[src/rtl/button_parser_pkg.sv]
// Shared constants for the push-button / switch input path.
// Defaults are derived from the 100 MHz board clock.
package button_parser_pkg;

    localparam int CLK_HZ             = 100_000_000;
    // 1600 Hz sample rate gives a 625 us debounce sample period.
    localparam int SAMPLE_HZ          = 1_600;
    localparam int DEF_SAMPLE_CNT_MAX = CLK_HZ / SAMPLE_HZ;   // 62500 cycles
    // 200 consecutive high samples is about 125 ms of stable contact.
    localparam int DEF_PULSE_CNT_MAX  = 200;
    // 400 sample ticks is about 250 ms between auto-repeat strobes.
    localparam int DEF_REPEAT_TICKS   = 400;

endpackage

[src/rtl/synchronizer.sv]
// Two-flop synchronizer for a bus of independent asynchronous bits.
// Each bit is treated on its own; no bus coherency is implied.
module synchronizer #(
    parameter int WIDTH = 1
) (
    input  logic             clk,
    input  logic             rst_n,
    input  logic [WIDTH-1:0] d,
    output logic [WIDTH-1:0] q
);

    logic [WIDTH-1:0] meta;

    // Two-stage shift: d -> meta -> q, cleared by reset.
    always_ff @(posedge clk or negedge rst_n) begin
        if (!rst_n) begin
            meta <= '0;
            q    <= '0;
        end else begin
            meta <= d;
            q    <= meta;
        end
    end

endmodule

[src/rtl/button_parser.sv]
// Button / switch conditioning: synchronize, debounce with a sampled
// saturating counter, and emit a level plus a one-cycle press strobe.
// Optional feature macro: BUTTON_PARSER_AUTOREPEAT_EN adds a periodic
// repeat strobe while a bit stays debounced high.
module button_parser
    import button_parser_pkg::*;
#(
    parameter int WIDTH          = 4,
    parameter int SAMPLE_CNT_MAX = DEF_SAMPLE_CNT_MAX,
    parameter int PULSE_CNT_MAX  = DEF_PULSE_CNT_MAX,
    parameter int REPEAT_TICKS   = DEF_REPEAT_TICKS
) (
    input  logic             clk,
    input  logic             rst_n,
    input  logic [WIDTH-1:0] in,
    output logic [WIDTH-1:0] debounced,
    output logic [WIDTH-1:0] pressed
);

    localparam int SC_W = (SAMPLE_CNT_MAX > 1) ? $clog2(SAMPLE_CNT_MAX) : 1;
    localparam int CW   = $clog2(PULSE_CNT_MAX + 1);

    // Reject configurations the counters cannot represent.
    if (SAMPLE_CNT_MAX < 2 || PULSE_CNT_MAX < 1 || REPEAT_TICKS < 1) begin : g_param_err
        $error("button_parser: SAMPLE_CNT_MAX>=2, PULSE_CNT_MAX>=1, REPEAT_TICKS>=1 required");
    end

    logic [WIDTH-1:0]         sync;
    logic [SC_W-1:0]          scnt;
    logic                     tick;
    logic [WIDTH-1:0][CW-1:0] cnt;
    logic [WIDTH-1:0]         deb_nxt;
    logic [WIDTH-1:0]         debounced_q;
    logic [WIDTH-1:0]         rise;

    synchronizer #(.WIDTH(WIDTH)) u_sync (
        .clk   (clk),
        .rst_n (rst_n),
        .d     (in),
        .q     (sync)
    );

    assign tick = (scnt == SC_W'(SAMPLE_CNT_MAX - 1));

    // Shared sample-rate divider: 0..SAMPLE_CNT_MAX-1, tick on the last count.
    always_ff @(posedge clk or negedge rst_n) begin
        if (!rst_n)    scnt <= '0;
        else if (tick) scnt <= '0;
        else           scnt <= scnt + 1'b1;
    end

    for (genvar i = 0; i < WIDTH; i++) begin : g_bit
        // Count consecutive high samples; any low sample restarts the count.
        always_ff @(posedge clk or negedge rst_n) begin
            if (!rst_n) begin
                cnt[i] <= '0;
            end else if (tick) begin
                if (!sync[i])
                    cnt[i] <= '0;
                else if (cnt[i] != CW'(PULSE_CNT_MAX))
                    cnt[i] <= cnt[i] + 1'b1;
            end
        end

        assign deb_nxt[i] = (cnt[i] == CW'(PULSE_CNT_MAX));
    end

    // Register the level and keep a one-cycle delayed copy for edge detection.
    always_ff @(posedge clk or negedge rst_n) begin
        if (!rst_n) begin
            debounced   <= '0;
            debounced_q <= '0;
        end else begin
            debounced   <= deb_nxt;
            debounced_q <= debounced;
        end
    end

    assign rise = debounced & ~debounced_q;

`ifdef BUTTON_PARSER_AUTOREPEAT_EN
    localparam int RW = (REPEAT_TICKS > 1) ? $clog2(REPEAT_TICKS) : 1;

    logic [WIDTH-1:0][RW-1:0] rep;
    logic [WIDTH-1:0]         rep_fire;

    for (genvar i = 0; i < WIDTH; i++) begin : g_rep
        // Fires in the tick cycle where the held bit's repeat count is at its end.
        assign rep_fire[i] = debounced[i] & tick & (rep[i] == RW'(REPEAT_TICKS - 1));

        // Repeat counter runs only while the bit is held; wraps when it fires.
        always_ff @(posedge clk or negedge rst_n) begin
            if (!rst_n)
                rep[i] <= '0;
            else if (!debounced[i])
                rep[i] <= '0;
            else if (tick)
                rep[i] <= rep_fire[i] ? '0 : rep[i] + 1'b1;
        end
    end

    assign pressed = rise | rep_fire;
`else
    assign pressed = rise;
`endif

endmodule

[config.mk]
export PLATFORM = sky130hd
export DESIGN_NAME = button_parser
export DESIGN_NICKNAME = d
export VERILOG_FILES = /design/src/rtl/button_parser_pkg.sv /design/src/rtl/synchronizer.sv /design/src/rtl/button_parser.sv
export SDC_FILE = /design/constraint.sdc
export NUM_CORES = 1
export LEC_CHECK = 0
export ABC_AREA = 1
export CAP_MARGIN = 20
export CORE_MARGIN = 10
export CORE_UTILIZATION = 55
export CTS_CLUSTER_SIZE = 28
export DETAILED_ROUTE_END_ITERATION = 12
export GPL_ROUTABILITY_DRIVEN = 0
export PLACE_DENSITY = 0.76
export REMOVE_ABC_BUFFERS = 1
export SYNTH_ARGS = -nofsm -noshare
export SYNTH_HDL_FRONTEND = slang
export SYNTH_SLANG_ARGS = --single-unit
[constraint.sdc]
create_clock -name clk -period 1.36 [get_ports clk]
set_input_delay 0.204 -clock clk [delete_from_list [all_inputs] [get_ports clk]]
set_output_delay 0.204 -clock clk [all_outputs]
set_load 0.01 [all_outputs]
==> impl_metrics.env, run 1 <==
export IMPL_ys_seq_area_frac=0.4523
export IMPL_grt_pass1_wl_um=14190
export IMPL_via_per_inst=5.242
export IMPL_whs_ps=291.4
export IMPL_power_switching_w=0.0008004
export IMPL_yosys_warnings=0
export IMPL_syn_avg_cell_area_um2=6.984
export IMPL_start_kind="flip-flop"
export IMPL_fin_area_mm2=0.004831
export IMPL_critPathTopFamily="simple AND/OR/NAND/NOR gates"
export IMPL_min_period_ps=1500
export IMPL_grtUsageTotal=0.1684
export IMPL_core_area_mm2=0.006314
export IMPL_overflow=0
export IMPL_p_sw_frac=0.2171
export IMPL_initialDrtViolationCount=216
export IMPL_finalCritPeriodShare=1.103
export IMPL_finalHoldViolCount=0
export IMPL_path_buf_inv=2
export IMPL_place_area_mm2=0.004188
export IMPL_path_clk_slew_ps=70
export IMPL_crit_top_cell="buf_6"
export IMPL_dr_pass1_iters=5
export IMPL_fin_ws_ps=-140.0
export IMPL_insertion_delay_ps=340
export IMPL_ys_top_cells_by_count="nand2_1 (201), nor2_1 (89), inv_1 (68)"
export IMPL_final_cells=678
export IMPL_vias=3554
export IMPL_yosysMostFrequentCell="nand2_1"
export IMPL_fmax_mhz=666.7
export IMPL_pre_cts_slack_ps=-97.76
export IMPL_htreeDepth=3
export IMPL_synthFlopType="dfrtp_1"
export IMPL_avgRoutedWirePerCell_um=13.64
export IMPL_cts_root_buf="clkbuf_8"
export IMPL_crit_required_ps=1590
export IMPL_crit_fanout=8
export IMPL_syn_to_final_growth_pct=36.43
export IMPL_cap_violations=0
export IMPL_netlist_top_cells_area="dfrtp_1 (45%), nand2_1 (21%), nor2_1 (9.4%)"
export IMPL_antenna_cells=0
export IMPL_combPwrFrac=0.023
export IMPL_p_int_w=0.002886
export IMPL_arrival_ps=1730
export IMPL_postRouteAntennaNets=0
export IMPL_leakage_nw=2.478
export IMPL_die_h_um=100.2
export IMPL_violations="negative setup slack"
export IMPL_async_flop_share=1.000
export IMPL_cts_sinks=64
export IMPL_row_count=29
export IMPL_setup_violations=42
export IMPL_slew_viol_final=0
export IMPL_worstMarginPinSlew_ps=358.2
export IMPL_dieArea_mm2=0.01005
export IMPL_relSlewSlack=0.7612
export IMPL_antenna_found_initial=0
export IMPL_rsz0062_at_grt="yes"
export IMPL_grt_max_degree=65
export IMPL_worstPathCellList="ha_4 -> nand3_4 -> nor2_4 -> buf_6 -> nand3_2 -> buf_6 -> nand2_2 -> nand2_1"
export IMPL_peakVddDrop_uv=663.2
export IMPL_slowest_delay_ps=420
export IMPL_nets=611
export IMPL_netlist_area_mm2=0.003541
export IMPL_synthCells=507
export IMPL_grt_pass1_vias=3350
export IMPL_pwr_share_clk=0.455
export IMPL_synth_edf_count=0
export IMPL_yosysUniqueCellTypes=18
export IMPL_ys_seq_elements=64
export IMPL_worstSetupEndpointType="flip-flop"
export IMPL_place_inst=652
export IMPL_drc=0
export IMPL_die_x_um=100.2
export IMPL_worstHoldPathType="input pin to flip-flop"
export IMPL_crit_type="flip-flop to flip-flop"
export IMPL_cts_buffers=9
export IMPL_pwr_share_seq=0.522
export IMPL_start_util=0.5608
export IMPL_powerDensity_mw_per_mm2=763.1
export IMPL_io_buffer_count=13
export IMPL_hpwl_um=5682
export IMPL_cp_slowest_cell="dfrtp_1"
export IMPL_drive_gt1_frac=0.2912
export IMPL_fin_skew_ps=6.455
export IMPL_status="complete, but fails checks"
export IMPL_cts_tree="done"
export IMPL_yosysTopAreaCell="dfrtp_1"
export IMPL_wl_um=9251
export IMPL_io_pin_count=14
export IMPL_synth_top_cell_area_share=0.4523
export IMPL_clock_tree_buffer_depth=2
==> power by group through the flow <==
| stage | Clock [W] | Sequential (W) | Combinational, W |
|---|---|---|---|
| finish | 0.00168 | 0.00192 | 0.0000864 |
| global route | 0.00178 | 0.00192 | 0.0000977 |
| CTS | 0.00168 | 0.00192 | 0.0000877 |
| detailed placement | 0 | 0.00196 | 0.0000843 |
| global placement | 0 | 0.00196 | 0.0000842 |
| floorplan | 0 | 0.00196 | 0.0000127 |
==> kinds of logic after synthesis <==
group,count (synthesis),synth area share
AND/OR/NAND/NOR,342,0.3961
AO/OA/AOI/OAI,13,0.02191
XOR/XNOR,10,0.02474
buffers and inverters,69,0.07314
flip-flops,64,0.4523
adder cells (fa/ha/maj),9,0.03180
==> sequential cells by signal, summed over array words and instances (netlist names) <==
name	count
cnt	32
scnt	16
debounced	4
debounced_q	4
u_sync.meta	4
u_sync.q	4
==> worst paths after layout <==
path	from	endpoint	slack, ps	depth (start not counted)
max	scnt[1]$_DFF_PN0_	cnt[21]$_DFFE_PN0P_	-140	8
min	in[3]	u_sync.meta[3]$_DFF_PN0_	290	1
max reg2reg	scnt[1]$_DFF_PN0_	cnt[21]$_DFFE_PN0P_	-140	8
min reg2reg	u_sync.meta[2]$_DFF_PN0_	u_sync.q[2]$_DFF_PN0_	350	0
max in group asynchronous	rst_n	u_sync.meta[0]$_DFF_PN0_	660	3
min in group asynchronous	rst_n	cnt[11]$_DFFE_PN0P_	390	3
==> layout by cell type (no fill, tap or decap), types with 2 or more instances in the layout <==
cell type        synthesis  routed
nor3_4                   0       3
or2_2                    2       2
nor2_2                   0      10
buf_6                    0      10
nand3_4                  0       2
nor2_4                   6      12
nor2_1                  89      73
dlygate4sd2_1            0       5
o21bai_1                 5       5
nand3_2                  0       9
nand3_1                 27      16
nand2_1                201     158
xor2_1                   7       7
dfrtp_1                 64      64
xnor2_1                  3       3
inv_1                   68      64
ha_1                     9       6
buf_4                    0      52
clkinv_2                 0       2
clkbuf_8                 0      11
clkdlybuf4s50_1          0       4
nand2_4                  1       6
nor3_2                   0       2
a21oi_1                  3       3
clkbuf_1                 0       2
ha_2                     0       2
inv_2                    1       5
nand4_1                  5       5
clkbuf_2                 0       2
nor3_1                  10       5
o21ai_0                  5       4
nand2_2                  1      39
==> per-stage QoR <==
stage                     total power (W)  utilization  setup TNS [ps]
after floorplan                  0.001969            -          -352.4
after global placement           0.002042       0.6633           -1417
after detailed placement         0.002043       0.6633           -2040
after CTS                        0.003691       0.7190           -1026
after global routing             0.003796       0.7652           -7422
final                            0.003686       0.7652           -4019
==> metal layers <==
layer  up-vias  global-route usage  part of all wire
li1       1718                   -                 -
met4         0             0.06522             0.033
met3        33             0.04464             0.051
met2       124              0.2868              0.52
met1      1679              0.1971              0.40
met5         -                   0                 0
==> area by class of cell <==
type,count,area (µm²)
multi-input cells,374,2018
clock buffers,13,158.9
fillers,435,1483
well taps,77,96.34
inverters,69,259.0
repair buffers,78,656.9
flip-flops and latches,64,1602
clock inverters,3,40.04
==> what timing repair did <==
item                                   4_1_cts  5_1_grt
cloned                                       0        0
resized for setup                           46       80
buffers inserted                             2        7
endpoints found under the hold margin       64        0
pin swaps                                   12       37
hold buffers                                 1        0
setup endpoints to repair                   45       50
Note: power is estimated with default switching activity, not from simulation.
==> run 2, diff against run 1 <==
- CORE_UTILIZATION: 55 -> 60
- PLACE_DENSITY: 0.76 -> 0.79
- clock period: 1.36 -> 1.9 ns (I/O delays scaled with it)
==> run 2 against run 1 <==
The flow now finishes without violations. Global-route usage down 0.52 points. Clock skew up 4.2 ps. Hold slack better by 67 ps. Cell count down 9.9%. Critical endpoint is now cnt[23]$_DFFE_PN0P_. Cell area down 17%. Setup slack better by 340 ps. Routed wire length down 21%. First-iteration DRC count down 31%.
==> impl_metrics.env, run 2 (synthesis gave the netlist of run 1 again) <==
export IMPL_cts_setup_buffers=0
export IMPL_rsz0062_at_grt="yes"
export IMPL_fin_skew_ps=10.65
export IMPL_grt_pass1_wl_um=13230
export IMPL_avgRoutedWirePerCell_um=11.91
export IMPL_top_regs="cnt x32, scnt x16"
export IMPL_largest_reg_flops=32
export IMPL_die_h_um=96.82
export IMPL_largest_register="cnt"
export IMPL_dieArea_mm2=0.009374
export IMPL_crit_fanout=10
export IMPL_whs_ps=358.3
export IMPL_peakVddDrop_uv=490.4
export IMPL_vias=3118
export IMPL_crit_type="flip-flop to flip-flop"
export IMPL_p_int_w=0.002061
export IMPL_arrival_ps=1990
export IMPL_grt_max_degree=31
export IMPL_mostFrequentLayoutCells="nand2_1 (201), nor2_1 (89), inv_1 (68)"
export IMPL_wl_um=7280
export IMPL_via_per_inst=5.103
export IMPL_htreeDepth=3
export IMPL_powerDensity_mw_per_mm2=655.6
export IMPL_combPwrFrac=0.021
export IMPL_postRouteAntennaNets=0
export IMPL_grtUsageTotal=0.1632
export IMPL_hpwl_um=5163
export IMPL_pwr_share_clk=0.453
export IMPL_slew_viol_final=0
export IMPL_overflow=0
export IMPL_grt_pass1_vias=3033
export IMPL_worstSetupEndpointType="flip-flop"
export IMPL_worstHoldPathType="flip-flop to flip-flop"
export IMPL_dr_pass1_iters=5
export IMPL_drive_gt1_frac=0.05195
export IMPL_antenna_cells=0
export IMPL_nFillCells=467
export IMPL_worstMarginPinSlew_ps=477.6
export IMPL_crit_required_ps=2190
export IMPL_cts_sinks=64
export IMPL_fin_area_mm2=0.003993
export IMPL_p_total_w=0.002617
export IMPL_cap_violations=0
export IMPL_relSlewSlack=0.6816
export IMPL_setup_violations=0
export IMPL_start_kind="flip-flop"
export IMPL_fin_tns_setup_ps=0
export IMPL_p_sw_frac=0.2125
export IMPL_finalCritPeriodShare=0.8959
export IMPL_cts_tree="done"
export IMPL_place_area_mm2=0.003784
export IMPL_fmax_mhz=587.5
export IMPL_row_count=27
export IMPL_clock_tree_buffer_depth=2
export IMPL_io_pin_count=14
export IMPL_initialDrtViolationCount=148
export IMPL_die_x_um=96.82
export IMPL_syn_to_final_growth_pct=12.76
export IMPL_antenna_found_initial=0
export IMPL_nets=549
export IMPL_multi_input_area_mm2=0.001680
export IMPL_drc=0
export IMPL_start_util=0.6314
export IMPL_path_clk_slew_ps=70
export IMPL_pwr_share_seq=0.526
export IMPL_io_buffer_count=13
export IMPL_seq_area_mm2=0.001602
export IMPL_finalHoldViolCount=0
export IMPL_leakage_nw=2.036
export IMPL_min_period_ps=1702
export IMPL_core_area_mm2=0.005608
export IMPL_power_switching_w=0.0005562
export IMPL_final_common_cell="nand2_1"
export IMPL_cts_resized=0
export IMPL_cts_buffers=9
export IMPL_status="complete, no violations"
export IMPL_cts_root_buf="clkbuf_8"
export IMPL_insertion_delay_ps=350
-- run 2: final timing paths --
| path | startpoint | end | slack, ps | depth (start not counted) |
|---|---|---|---|---|
| max | scnt[1]$_DFF_PN0_ | cnt[23]$_DFFE_PN0P_ | 200 | 9 |
| min | u_sync.meta[3]$_DFF_PN0_ | u_sync.q[3]$_DFF_PN0_ | 360 | 0 |
| max reg2reg | scnt[1]$_DFF_PN0_ | cnt[23]$_DFFE_PN0P_ | 200 | 9 |
| min reg2reg | u_sync.meta[3]$_DFF_PN0_ | u_sync.q[3]$_DFF_PN0_ | 360 | 0 |
| max in group asynchronous | rst_n | cnt[23]$_DFFE_PN0P_ | 890 | 3 |
| min in group asynchronous | rst_n | cnt[31]$_DFFE_PN0P_ | 430 | 2 |
-- run 2: worst max-delay path, cell delays in order, from the launching register on --
cell and delay, ps:
dfrtp_1 370, ha_1 260, nand2_1 110, inv_1 70
nand2_1 50, nor2_1 130, nand2_2 190, nor2_1 300
nand2_1 100, nand2_1 60
-- run 2: what timing repair did --
item | in CTS | in global routing
hold buffers | 1 | 0
endpoints found under the hold margin | 18 | 0
endpoints found under the setup margin | 0 | 4
-- run 2: final cells by class --
| class | count | area share |
|---|---|---|
| multi-input cells | 374 | 0.4209 |
| flip-flops and latches | 64 | 0.4011 |
| inverters | 69 | 0.06487 |
| repair buffers | 16 | 0.04074 |
| clock buffers | 13 | 0.03980 |
| well taps | 72 | 0.02256 |
| clock inverters | 3 | 0.01003 |
-- run 2: power by group through the flow --
stage           logic (W)  clock network, W  registers, W
3_3_place_gp    0.0000552                 0       0.00140
5_1_grt         0.0000633           0.00127       0.00138
6_report        0.0000550           0.00119       0.00138
4_1_cts         0.0000578           0.00120       0.00138
2_1_floorplan  0.00000913                 0       0.00140
3_5_place_dp    0.0000557                 0       0.00140
-- run 2: per-layer routing --
metal | vias to the layer above | GRT usage | share of wire
met1 | 1412 | 0.1979 | 0.46
met3 | 17 | 0.04613 | 0.059
li1 | 1594 | - | -
met4 | 0 | 0.08117 | 0.022
met2 | 95 | 0.2587 | 0.45
met5 | - | 0 | 0
-- run 2: stage by stage --
step	setup WS (ps)	std cells	utilization
after floorplan	497.4	507	-
after global placement	348.9	594	0.6747
after detailed placement	218.8	594	0.6747
after CTS	206.7	611	0.7120
after global routing	-21.01	611	0.7120
final	197.8	611	0.7120
